### config.mk
export PLATFORM = sky130hd
export DESIGN_NAME = gcd_arbiter_flat
export DESIGN_NICKNAME = d
export VERILOG_FILES = /design/src/rtl/gcd_arbiter_pkg.sv /design/src/rtl/gcd_arbiter_if.sv /design/src/rtl/gcd_arbiter_core.sv /design/src/rtl/gcd_arbiter.sv /design/src/flat_wrapper.sv
export SDC_FILE = /design/constraint.sdc
export NUM_CORES = 1
export LEC_CHECK = 0
export CORE_MARGIN = 2
export CORE_UTILIZATION = 56
export CTS_BUF_LIST = sky130_fd_sc_hd__clkbuf_16
export CTS_CLUSTER_DIAMETER = 40
export DETAILED_ROUTE_END_ITERATION = 10
export GPL_ROUTABILITY_DRIVEN = 0
export GPL_TIMING_DRIVEN = 0
export PLACE_DENSITY = 0.94
export SLEW_MARGIN = 40
export SYNTH_ARGS = -nofsm -noshare
export SYNTH_HDL_FRONTEND = slang
export SYNTH_SLANG_ARGS = --single-unit
### constraint.sdc
create_clock -name clk -period 6.9 [get_ports clk]
set_input_delay 1.38 -clock clk [delete_from_list [all_inputs] [get_ports clk]]
set_output_delay 1.38 -clock clk [all_outputs]
set_load 0.02 [all_outputs]
### src/rtl/gcd_arbiter_pkg.sv
// Shared types and helpers for the GCD arbiter: FSM encoding, default width,
// and the round-robin winner search.
package gcd_arb_pkg;

  localparam int DEF_W = 8;
  localparam int MAX_N = 8;

  typedef enum logic [1:0] {
    ST_IDLE  = 2'd0,
    ST_ISSUE = 2'd1,
    ST_WAIT  = 2'd2,
    ST_RESP  = 2'd3
  } arb_state_t;

  typedef struct packed {
    logic       found;
    logic [2:0] idx;
  } pick_t;

  // First set bit of req at or above ptr, wrapping within the n live lines.
  function automatic pick_t rr_pick(input logic [MAX_N-1:0] req,
                                    input logic [2:0]       ptr,
                                    input int               n);
    pick_t p;
    int    idx;
    p.found = 1'b0;
    p.idx   = 3'd0;
    for (int k = 0; k < MAX_N; k++) begin
      idx = (int'(ptr) + k) % n;
      if (k < n && !p.found && req[idx[2:0]]) begin
        p.found = 1'b1;
        p.idx   = idx[2:0];
      end
    end
    return p;
  endfunction

endpackage

### src/rtl/gcd_arbiter_if.sv
// Requester-side bundle of the GCD arbiter: operands and request in, grant,
// completion pulse, result and error out.
interface gcd_arbiter_if #(
  parameter int N = 4,
  parameter int W = 8
);
  logic [N-1:0]   req;
  logic [N*W-1:0] a_in;
  logic [N*W-1:0] b_in;
  logic [N-1:0]   grant;
  logic [N-1:0]   done;
  logic [W-1:0]   result;
  logic           err;

  modport master (
    output req, a_in, b_in,
    input  grant, done, result, err
  );

  modport slave (
    input  req, a_in, b_in,
    output grant, done, result, err
  );
endinterface

### src/rtl/gcd_arbiter_core.sv
// Subtract-based GCD datapath. Operands are captured the cycle after start;
// result is valid only while ready is high.
//
// state  | meaning
// C_IDLE | waiting for start
// C_LOAD | capturing operands from a/b
// C_RUN  | subtracting the smaller from the larger until both match
module gcd_core #(
  parameter int W = 8
) (
  input  logic         clk,
  input  logic         rst,
  input  logic         start,
  input  logic [W-1:0] a,
  input  logic [W-1:0] b,
  output logic [W-1:0] result,
  output logic         ready
);

  typedef enum logic [1:0] {
    C_IDLE = 2'd0,
    C_LOAD = 2'd1,
    C_RUN  = 2'd2
  } core_state_t;

  core_state_t  state, state_next;
  logic [W-1:0] x, y;

  always_ff @(posedge clk) begin
    if (rst) state <= C_IDLE;
    else     state <= state_next;
  end

  always_comb begin
    state_next = state;
    ready      = 1'b0;
    result     = '0;
    case (state)
      C_IDLE: if (start) state_next = C_LOAD;
      C_LOAD: state_next = C_RUN;
      C_RUN: begin
        if (x == y) begin
          ready      = 1'b1;
          result     = x;
          state_next = C_IDLE;
        end
      end
      default: state_next = C_IDLE;
    endcase
  end

  // A zero operand never converges here; the arbiter keeps such pairs away.
  always_ff @(posedge clk) begin
    if (rst) begin
      x <= '0;
      y <= '0;
    end else begin
      case (state)
        C_LOAD: begin
          x <= a;
          y <= b;
        end
        C_RUN: begin
          if (x > y)      x <= x - y;
          else if (y > x) y <= y - x;
        end
        default: ;
      endcase
    end
  end

endmodule

### src/rtl/gcd_arbiter.sv
// Round-robin front end sharing one gcd_core among N requesters, with a
// zero-operand bypass and a watchdog that aborts hung computations.
//
// state    | meaning
// ST_IDLE  | no service; pick a winner from req and latch its operands
// ST_ISSUE | bypass zero operands, else start the core and clear the watchdog
// ST_WAIT  | waiting for core ready; abort once the watchdog hits TMO
// ST_RESP  | pulse done for the winner and advance the pointer
module gcd_arbiter
  import gcd_arb_pkg::*;
#(
  parameter int N   = 4,
  parameter int W   = DEF_W,
  parameter int TMO = 1023
) (
  input  logic          clk,
  input  logic          rst,
  gcd_arbiter_if.slave  bus
);

  localparam int CW = $clog2(TMO + 1);

  arb_state_t       state, state_next;
  logic [2:0]       ptr;
  logic [2:0]       win;
  logic [W-1:0]     a_r, b_r, res;
  logic             err_r;
  logic [CW-1:0]    wd;
  logic [MAX_N-1:0] req_pad;
  pick_t            pick;
  logic             bypass;
  logic             wd_hit;
  logic [N-1:0]     win_hot;
  logic             core_start;
  logic             core_abort;
  logic             core_rst;
  logic             core_ready;
  logic [W-1:0]     core_result;

  always_comb begin
    req_pad        = '0;
    req_pad[N-1:0] = bus.req;
  end

  assign pick    = rr_pick(req_pad, ptr, N);
  assign bypass  = (a_r == '0) || (b_r == '0);
  assign wd_hit  = (wd == CW'(TMO));
  assign win_hot = {{(N-1){1'b0}}, 1'b1} << win;

  always_ff @(posedge clk) begin
    if (rst) state <= ST_IDLE;
    else     state <= state_next;
  end

  always_comb begin
    state_next = state;
    core_start = 1'b0;
    core_abort = 1'b0;
    case (state)
      ST_IDLE: if (pick.found) state_next = ST_ISSUE;
      ST_ISSUE: begin
        if (bypass) begin
          state_next = ST_RESP;
        end else begin
          core_start = 1'b1;
          state_next = ST_WAIT;
        end
      end
      ST_WAIT: begin
        if (core_ready) begin
          state_next = ST_RESP;
        end else if (wd_hit) begin
          core_abort = 1'b1;
          state_next = ST_RESP;
        end
      end
      ST_RESP: state_next = ST_IDLE;
      default: state_next = ST_IDLE;
    endcase
  end

  assign bus.grant  = (state != ST_IDLE) ? win_hot : '0;
  assign bus.done   = (state == ST_RESP) ? win_hot : '0;
  assign bus.result = (state == ST_RESP) ? res     : '0;
  assign bus.err    = (state == ST_RESP) ? err_r   : 1'b0;

  // The core is reset both with the block and on a watchdog abort.
  assign core_rst = rst | core_abort;

  always_ff @(posedge clk) begin
    if (rst) begin
      ptr   <= 3'd0;
      win   <= 3'd0;
      a_r   <= '0;
      b_r   <= '0;
      res   <= '0;
      err_r <= 1'b0;
      wd    <= '0;
    end else begin
      case (state)
        ST_IDLE: begin
          if (pick.found) begin
            win <= pick.idx;
            a_r <= bus.a_in[int'(pick.idx)*W +: W];
            b_r <= bus.b_in[int'(pick.idx)*W +: W];
          end
        end
        ST_ISSUE: begin
          if (bypass) begin
            res   <= a_r | b_r;
            err_r <= 1'b0;
          end else begin
            wd <= '0;
          end
        end
        ST_WAIT: begin
          if (core_ready) begin
            res   <= core_result;
            err_r <= 1'b0;
          end else if (wd_hit) begin
            res   <= '0;
            err_r <= 1'b1;
          end else begin
            wd <= wd + CW'(1);
          end
        end
        ST_RESP: ptr <= (win == 3'(N-1)) ? 3'd0 : win + 3'd1;
        default: ;
      endcase
    end
  end

  gcd_core #(.W(W)) u_core (
    .clk    (clk),
    .rst    (core_rst),
    .start  (core_start),
    .a      (a_r),
    .b      (b_r),
    .result (core_result),
    .ready  (core_ready)
  );

endmodule

### src/flat_wrapper.sv
// flat-port wrapper written by rule: the top's interface ports become plain ports
module gcd_arbiter_flat import gcd_arb_pkg::*;
#(
  parameter int N   = 4,
  parameter int W   = DEF_W,
  parameter int TMO = 1023
)
  (clk, rst, bus_req, bus_a_in, bus_b_in, bus_grant, bus_done, bus_result, bus_err);
  gcd_arbiter_if #(.N(N), .W(W)) bus_i ();
  input  logic clk;
  input  logic rst;
  input wire logic [$bits(bus_i.req)-1:0] bus_req;
  input wire logic [$bits(bus_i.a_in)-1:0] bus_a_in;
  input wire logic [$bits(bus_i.b_in)-1:0] bus_b_in;
  output wire logic [$bits(bus_i.grant)-1:0] bus_grant;
  output wire logic [$bits(bus_i.done)-1:0] bus_done;
  output wire logic [$bits(bus_i.result)-1:0] bus_result;
  output wire logic [$bits(bus_i.err)-1:0] bus_err;
  assign bus_i.req = bus_req;
  assign bus_i.a_in = bus_a_in;
  assign bus_i.b_in = bus_b_in;
  assign bus_grant = bus_i.grant;
  assign bus_done = bus_i.done;
  assign bus_result = bus_i.result;
  assign bus_err = bus_i.err;
  gcd_arbiter #(.N(N), .W(W), .TMO(TMO)) u_core (.clk(clk), .rst(rst), .bus(bus_i));
endmodule
==> reports/results.ini, run 1 <==
[clock_network]
cts_max_level=3
clk_pin_slew_worst_paths_ps=50
cts_hold_buf=0
clkSinkCount=59
root_buffer=clkbuf_16
clockBufferDepth=2
cts_tree=done
cts_setup_buffers=0
ctsResizeCount=0
worstSkewPairLatency_ps=330
numCtsBuffers=9

[floorplanning]
start_util_pct=58.1
core_area_um2=7290
die_area_um2=8280
fp.dieH_um=91.0
rows=31
io-pin-count=87
fp.dieW_um=91.0

[route]
dr.pass1.iters=5
via_count=4109
post-route-drc-count=0
dr.first_iter.drc_count=358
post_drt_wl_per_cell_um=16.7
avgViaCountPerCell=5.86
ant_nets=0
routed_wl_um=11700

[setup_path]
end_kind=output pin
cp-startpoint=u_core.state[1]
rr_worst_depth=10
worstSetupPathType=register to output pin
r2r-start=u_core.u_core.x[0]
worstPathMaxFanout=10
r2r_setup_slack_ps=4230
critPathLaunchType=register
cp.arrival_ps=2230
cp.required_ps=5520
r2r_end=u_core.u_core.x[1]

[timing]
min_period_ps=3610
rsz0062_at_grt=false
fmax_mhz=277
hold_viol=0
fin_skew_ps=6.20
tns_ps=0
worst_slew_pin_slew_ps=599
slew_headroom_pct=60.0
finalSetupViolCount=0
slew_violations=0
finalCritPeriodShare_pct=52.3

[synthesis]
ys_seq_area_share_pct=27.9
syn_nets=601
syn-cell-area_um2=4240
synth-compound-area-share_pct=21.7
synthSimpleGateAreaFrac_pct=20.7
synthXorXnorAreaFrac_pct=2.27
yosys.area_share.adder_pct=9.50
synth_top_family_by_area=compound AO/OA/AOI/OAI gates
postSynthCellCount=500
yosys_warnings=0
avgSynthCellArea_um2=8.48
synthMuxAreaShare_pct=10.9
synth_seq_cells=59
synth_cell_types=61

[final_layout]
layout-drive-gt1-share_pct=10.6
design_area_um2=5510
seq_area_um2=1180
nFillCells=502
antenna_cells=0
nets=698
syn_to_final_growth_pct=30.0
multi_input_area_um2=2760
final_core_util_pct=75.5

[worst_hold_path]
hold_depth=2
hold_path.class=register to register
worst_hold_path.endpoint=u_core.res[0]
worstHoldStart=u_core.res[0]

[placed_design]
dp_hpwl_um=9050
io_buffers=86
post_dp_cell_area_um2=5220

[grt]
grt_use_total_pct=29.5
grt_pass1_vias=4217
grt_max_degree=11
grt_overflow=0
grt_pass1_wl_um=19500
antenna_found_initial=0

[power_and_ir_drop]
ir_worst_vdd_mv=0.266
pwr_density_cell_nw_per_um2=446
p_leak_nw=2.29

[outcome]
run_status=finished, final reports clean

[job]
drv_cap=0

[worst max path at each step]
stage | endpoint | slack (ps) | cells past startpoint
after global placement | u_core.b_r[3] | 3410 | 9
after global routing | bus_result[4] | 3170 | 4
after detailed placement | u_core.b_r[3] | 3260 | 9
after floorplan | u_core.a_r[0] | 4220 | 7
after CTS | bus_result[5] | 3310 | 4
final | bus_result[1] | 3290 | 4
[stage by stage]
stage	std cells	total power [mW]	setup slack (ps)	hold WS, ps
6_report	701	2.46	3290	509
5_1_grt	701	2.63	3170	534
4_1_cts	701	2.43	3310	510
3_5_place_dp	685	1.98	3260	498
3_3_place_gp	685	1.91	3410	480
2_1_floorplan	500	1.64	4220	467
[registers in the layout, summed over array words and instances (netlist names)]
name and flops:
u_core.u_core.state 2, u_core.res 8, u_core.b_r 8, u_core.u_core.x 8, u_core.state 2, u_core.err_r 1, u_core.ptr 2, u_core.u_core.y 8
u_core.wd 10, u_core.a_r 8, u_core.win 2
[kinds of logic (layout without fill, tap and decap cells)]
logic type,Yosys count,count (layout)
flops,59,59
buf+inv,58,160
xor+xnor,11,11
fa+ha+maj,31,31
compound gates,127,127
mux,46,46
simple gates,168,168
[area by class of cell]
class	instances	area share, %
Tap cell	99	2.25
Inverter	27	1.84
Timing Repair Buffer	86	15.6
Sequential cell	59	21.4
Clock buffer	9	4.09
Multi-Input combinational cell	383	50.0
Buffer	31	3.63
Clock inverter	7	1.09
[Yosys cell counts, drive strengths merged]
library cell / count / area, µm²
and2: 14 / 87.6
dfxtp: 59 / 1180
o21a: 5 / 37.5
a31oi: 2 / 12.5
inv: 27 / 101
a21o: 8 / 61.3
o22ai: 8 / 56.3
a2111oi: 1 / 8.76
nor4: 8 / 75.1
a211oi: 24 / 223
o31ai: 1 / 12.5
o21ai: 21 / 105
o41ai: 1 / 16.3
o31a: 2 / 17.5
nand2: 17 / 63.8
nand4: 3 / 25.0
buf: 21 / 161
ha: 29 / 363
and3b: 1 / 8.76
fa: 2 / 40.0
and3: 2 / 17.5
o211ai: 1 / 7.51
a41o: 1 / 10.0
mux2i: 46 / 460
nor2: 80 / 313
nor3: 10 / 61.3
a22oi: 2 / 15.0
and2b: 1 / 7.51
nor4b: 1 / 8.76
nor3b: 2 / 20.0
and4: 2 / 22.5
xnor2: 9 / 78.8
o211a: 1 / 10.0
a31o: 1 / 8.76
a211o: 1 / 10.0
a311oi: 5 / 56.3
a21oi: 30 / 150
a2bb2oi: 10 / 87.6
nand3b: 5 / 37.5
nor2b: 9 / 56.3
clkbuf: 10 / 38.8
o21bai: 2 / 15.0
xor2: 2 / 17.5
nand2b: 5 / 31.3
nand3: 8 / 40.0
[cell usage in the layout, fill, tap and decap left out, types with 3 or more instances in the layout]
cell	count
nor4_2	4
a211oi_1	17
a21oi_1	30
nor2b_1	9
nor4_1	4
dfxtp_1	59
a311oi_1	3
nand3b_1	5
nand3_1	8
o21a_1	5
nand2_1	17
nand2b_1	5
mux2i_1	46
o22ai_1	7
nor3_1	9
a2bb2oi_1	10
nor2_1	75
o21ai_0	21
a211oi_2	6
clkbuf_1	9
buf_2	9
inv_1	28
buf_6	6
a21o_1	7
nor2_2	5
and2_1	14
buf_4	4
ha_1	29
clkdlybuf4s50_1	86
clkbuf_16	9
xnor2_1	9
[power by group]
group,internal (mW),total [mW],switching [mW]
Sequential,0.441,0.551,0.110
Combinational,0.644,1.48,0.834
Clock,0.274,0.430,0.156
Total,1.36,2.46,1.10
[routing by layer]
metal | track usage [%] | vias up | routed length (µm)
li1 | - | 1973 | -
met1 | 32.4 | 1931 | 4400
met2 | 54.9 | 170 | 6210
met3 | 7.14 | 35 | 743
met4 | 10.2 | 0 | 313
met5 | 0 | - | 0
[critical path, stage by stage, from the launching register on]
cell and delay (ps):
dfxtp_1 400, ha_1 330, clkbuf_1 350, and2_1 190
clkdlybuf4s50_1 630
No activity file was read; power rests on OpenSTA's default activity.
==> inputs of run 2 (changes only) <==
--- a/config.mk
+++ b/config.mk
@@ -6,13 +6,13 @@
 export NUM_CORES = 1
 export LEC_CHECK = 0
 export CORE_MARGIN = 2
-export CORE_UTILIZATION = 56
+export CORE_UTILIZATION = 47
 export CTS_BUF_LIST = sky130_fd_sc_hd__clkbuf_16
 export CTS_CLUSTER_DIAMETER = 40
 export DETAILED_ROUTE_END_ITERATION = 10
 export GPL_ROUTABILITY_DRIVEN = 0
 export GPL_TIMING_DRIVEN = 0
-export PLACE_DENSITY = 0.94
+export PLACE_DENSITY = 0.85
 export SLEW_MARGIN = 40
 export SYNTH_ARGS = -nofsm -noshare
 export SYNTH_HDL_FRONTEND = slang
==> constraint.sdc (replaced) <==
create_clock -name clk -period 3.1 [get_ports clk]
set_input_delay 0.62 -clock clk [delete_from_list [all_inputs] [get_ports clk]]
set_output_delay 0.62 -clock clk [all_outputs]
set_load 0.02 [all_outputs]
==> run 2 against run 1 <==
Clock power increased by 100%. Hold slack worse by 7.8 ps. Worst setup slack got worse by 3000 ps. Core utilization fell by 13 points. First-iteration DRC count down 39%. Sequential power increased by 120%. Power rose by 120%. Global-route usage shrank 4.9 points. Routed wire length grew 0.94%. Clock skew is essentially flat. Largest cell class unchanged.
==> reports/results.ini, run 2 (synthesized netlist as in run 1, its figures left out) <==
[grt]
grt_pass1_vias=4222  ; +0.12%
grt_pass1_wl_um=19800  ; +1.2%
antenna_found_initial=0  ; unchanged
grt_use_total_pct=24.6  ; -4.9 points
grt_max_degree=11  ; unchanged
grt_overflow=0  ; unchanged

[power_and_ir_drop]
pwr_density_cell_nw_per_um2=982  ; +120%
p_seq_share_pct=22.5  ; about the same
clock_power_share_pct=16.1  ; -1.4 points
combPwrFrac_pct=61.3  ; +1.2 points
p_leak_nw=2.27  ; -0.84%
p_sw_share_pct=45.4  ; +0.68 points
netSwitchingPower_mw=2.45  ; +120%
internal_power_mw=2.95  ; +120%
ir_worst_vdd_mv=0.443  ; +67%

[clock_network]
cts_max_level=3  ; unchanged
cts_tree=done
cts_hold_buf=0  ; unchanged
clockBufferDepth=2  ; unchanged
ctsResizeCount=0  ; unchanged
cts_setup_buffers=0  ; unchanged
root_buffer=clkbuf_16
numCtsBuffers=9  ; unchanged
clkSinkCount=59  ; unchanged
clk_pin_slew_worst_paths_ps=50  ; about the same
worstSkewPairLatency_ps=330  ; about the same

[job]
drv_cap=0  ; unchanged

[outcome]
run_status=finished, final reports clean

[route]
wl_met2_um=5950  ; -4.3%
via_count=4128  ; +0.46%
post-route-drc-count=0  ; unchanged
routed-wl-met3_um=557  ; -25%
routed_wl_um=11800  ; +0.94%
ant_nets=0  ; unchanged
post_drt_wl_per_cell_um=16.6  ; -0.20%
highest_layer=met4
m1WireLength_um=4920  ; +12%
avgViaCountPerCell=5.82  ; -0.67%
dr.pass1.iters=5  ; unchanged
dr.first_iter.drc_count=218  ; -39%

[floorplanning]
io-pin-count=87  ; unchanged
core_area_um2=8720  ; +20%
start_util_pct=48.6  ; -9.5 points
die_area_um2=9800  ; +18%
fp.dieH_um=99.0  ; +8.8%
rows=34  ; +9.7%
fp.dieW_um=99.0  ; +8.8%

[timing]
fmax_mhz=356
min_period_ps=2810
hold_viol=0  ; unchanged
finalCritPeriodShare_pct=90.6
slew_violations=0  ; unchanged
tns_ps=0  ; unchanged
worst_slew_pin_slew_ps=558  ; -41.4 ps
finalSetupViolCount=0  ; unchanged
slew_headroom_pct=62.7  ; +2.8 points
rsz0062_at_grt=false
setup_slack_ps=290  ; -3000 ps
fin_skew_ps=5.77  ; -0.427 ps

[final_layout]
final_common_cell=clkdlybuf4s50_1
antenna_cells=0  ; unchanged
syn_to_final_growth_pct=29.6
top_register=u_core.wd
layout-drive-gt1-share_pct=10.6  ; +0.018 points
largest_reg_flops=10  ; unchanged
final_cell_mix=86 x clkdlybuf4s50_1, 75 x nor2_1, 59 x dfxtp_1
nFillCells=697  ; +39%
nets=698  ; unchanged

[setup_path]
cp.arrival_ps=2190  ; -40 ps
r2r_setup_slack_ps=440  ; -3790 ps
cp.required_ps=2480  ; -3040 ps
critPathLaunchType=register
end_kind=output pin
worstPathMaxFanout=10  ; unchanged
worstSetupPathType=register to output pin

[placed_design]
io_buffers=86  ; unchanged
dp_hpwl_um=9250  ; +2.2%
dpl_worst_slack_ps=205  ; -3060 ps

[worst_hold_path]
hold_path.class=register to register

run 2: cell types whose count changed in the layout (fill, tap and decap cells not counted), sizes merged:
cell / change
clkinvlp: +1
bufinv: -1
inv: -1
run 2: worst max-delay path, stage by stage, from the launching register on:
cell and delay [ps]:
dfxtp_1 410, ha_1 330, clkbuf_1 320, and2_1 190, clkdlybuf4s50_1 610
run 2: area by class of cell:
| cell class | instances | area, µm² | share of cell area, % |
|---|---|---|---|
| plain buffers | 31 | 200 | 3.64 |
| well taps | 108 | 135 | 2.46 |
| flip-flops and latches | 59 | 1180 | 21.5 |
| inverters | 27 | 101 | 1.84 |
| clock buffers | 9 | 225 | 4.10 |
| multi-input cells | 383 | 2760 | 50.2 |
| clock inverters | 6 | 33.8 | 0.615 |
| repair buffers | 86 | 861 | 15.7 |
run 2: layer usage:
layer | global-route usage [%] | vias to the layer above
li1 | - | 1972
met1 | 29.4 | 1985
met2 | 43.5 | 134
met3 | 4.96 | 37
met4 | 9.06 | 0
met5 | 0 | -
run 2: worst paths after layout:
path	startpoint	end	cells past startpoint
setup / recovery	u_core.state[1]	bus_result[6]	4
hold / removal	u_core.res[2]	u_core.res[2]	2
setup reg to reg	u_core.u_core.x[0]	u_core.u_core.x[1]	10
hold reg to reg	u_core.res[2]	u_core.res[2]	2
run 2: per-stage QoR:
step                      hold slack (ps)  cell area (µm²)  util [%]  cells  total power, mW
after CTS                             502             5490      63.0    709             5.34
after global placement                482             5240      60.0    694             4.28
after detailed placement              494             5240      60.0    694             4.44
after floorplan                       467             4240         -    500             3.66
final                                 502             5490      63.0    709             5.39
after global routing                  516             5490      63.0    709             5.80
run 2: power groups by stage:
| stage | sequential (mW) | clock (mW) | combinational, mW |
|---|---|---|---|
| 2_1_floorplan | 1.14 | 0 | 2.51 |
| 3_3_place_gp | 1.21 | 0 | 3.07 |
| 3_5_place_dp | 1.22 | 0 | 3.22 |
| 4_1_cts | 1.21 | 0.881 | 3.25 |
| 5_1_grt | 1.24 | 0.916 | 3.65 |
| 6_report | 1.22 | 0.871 | 3.31 |
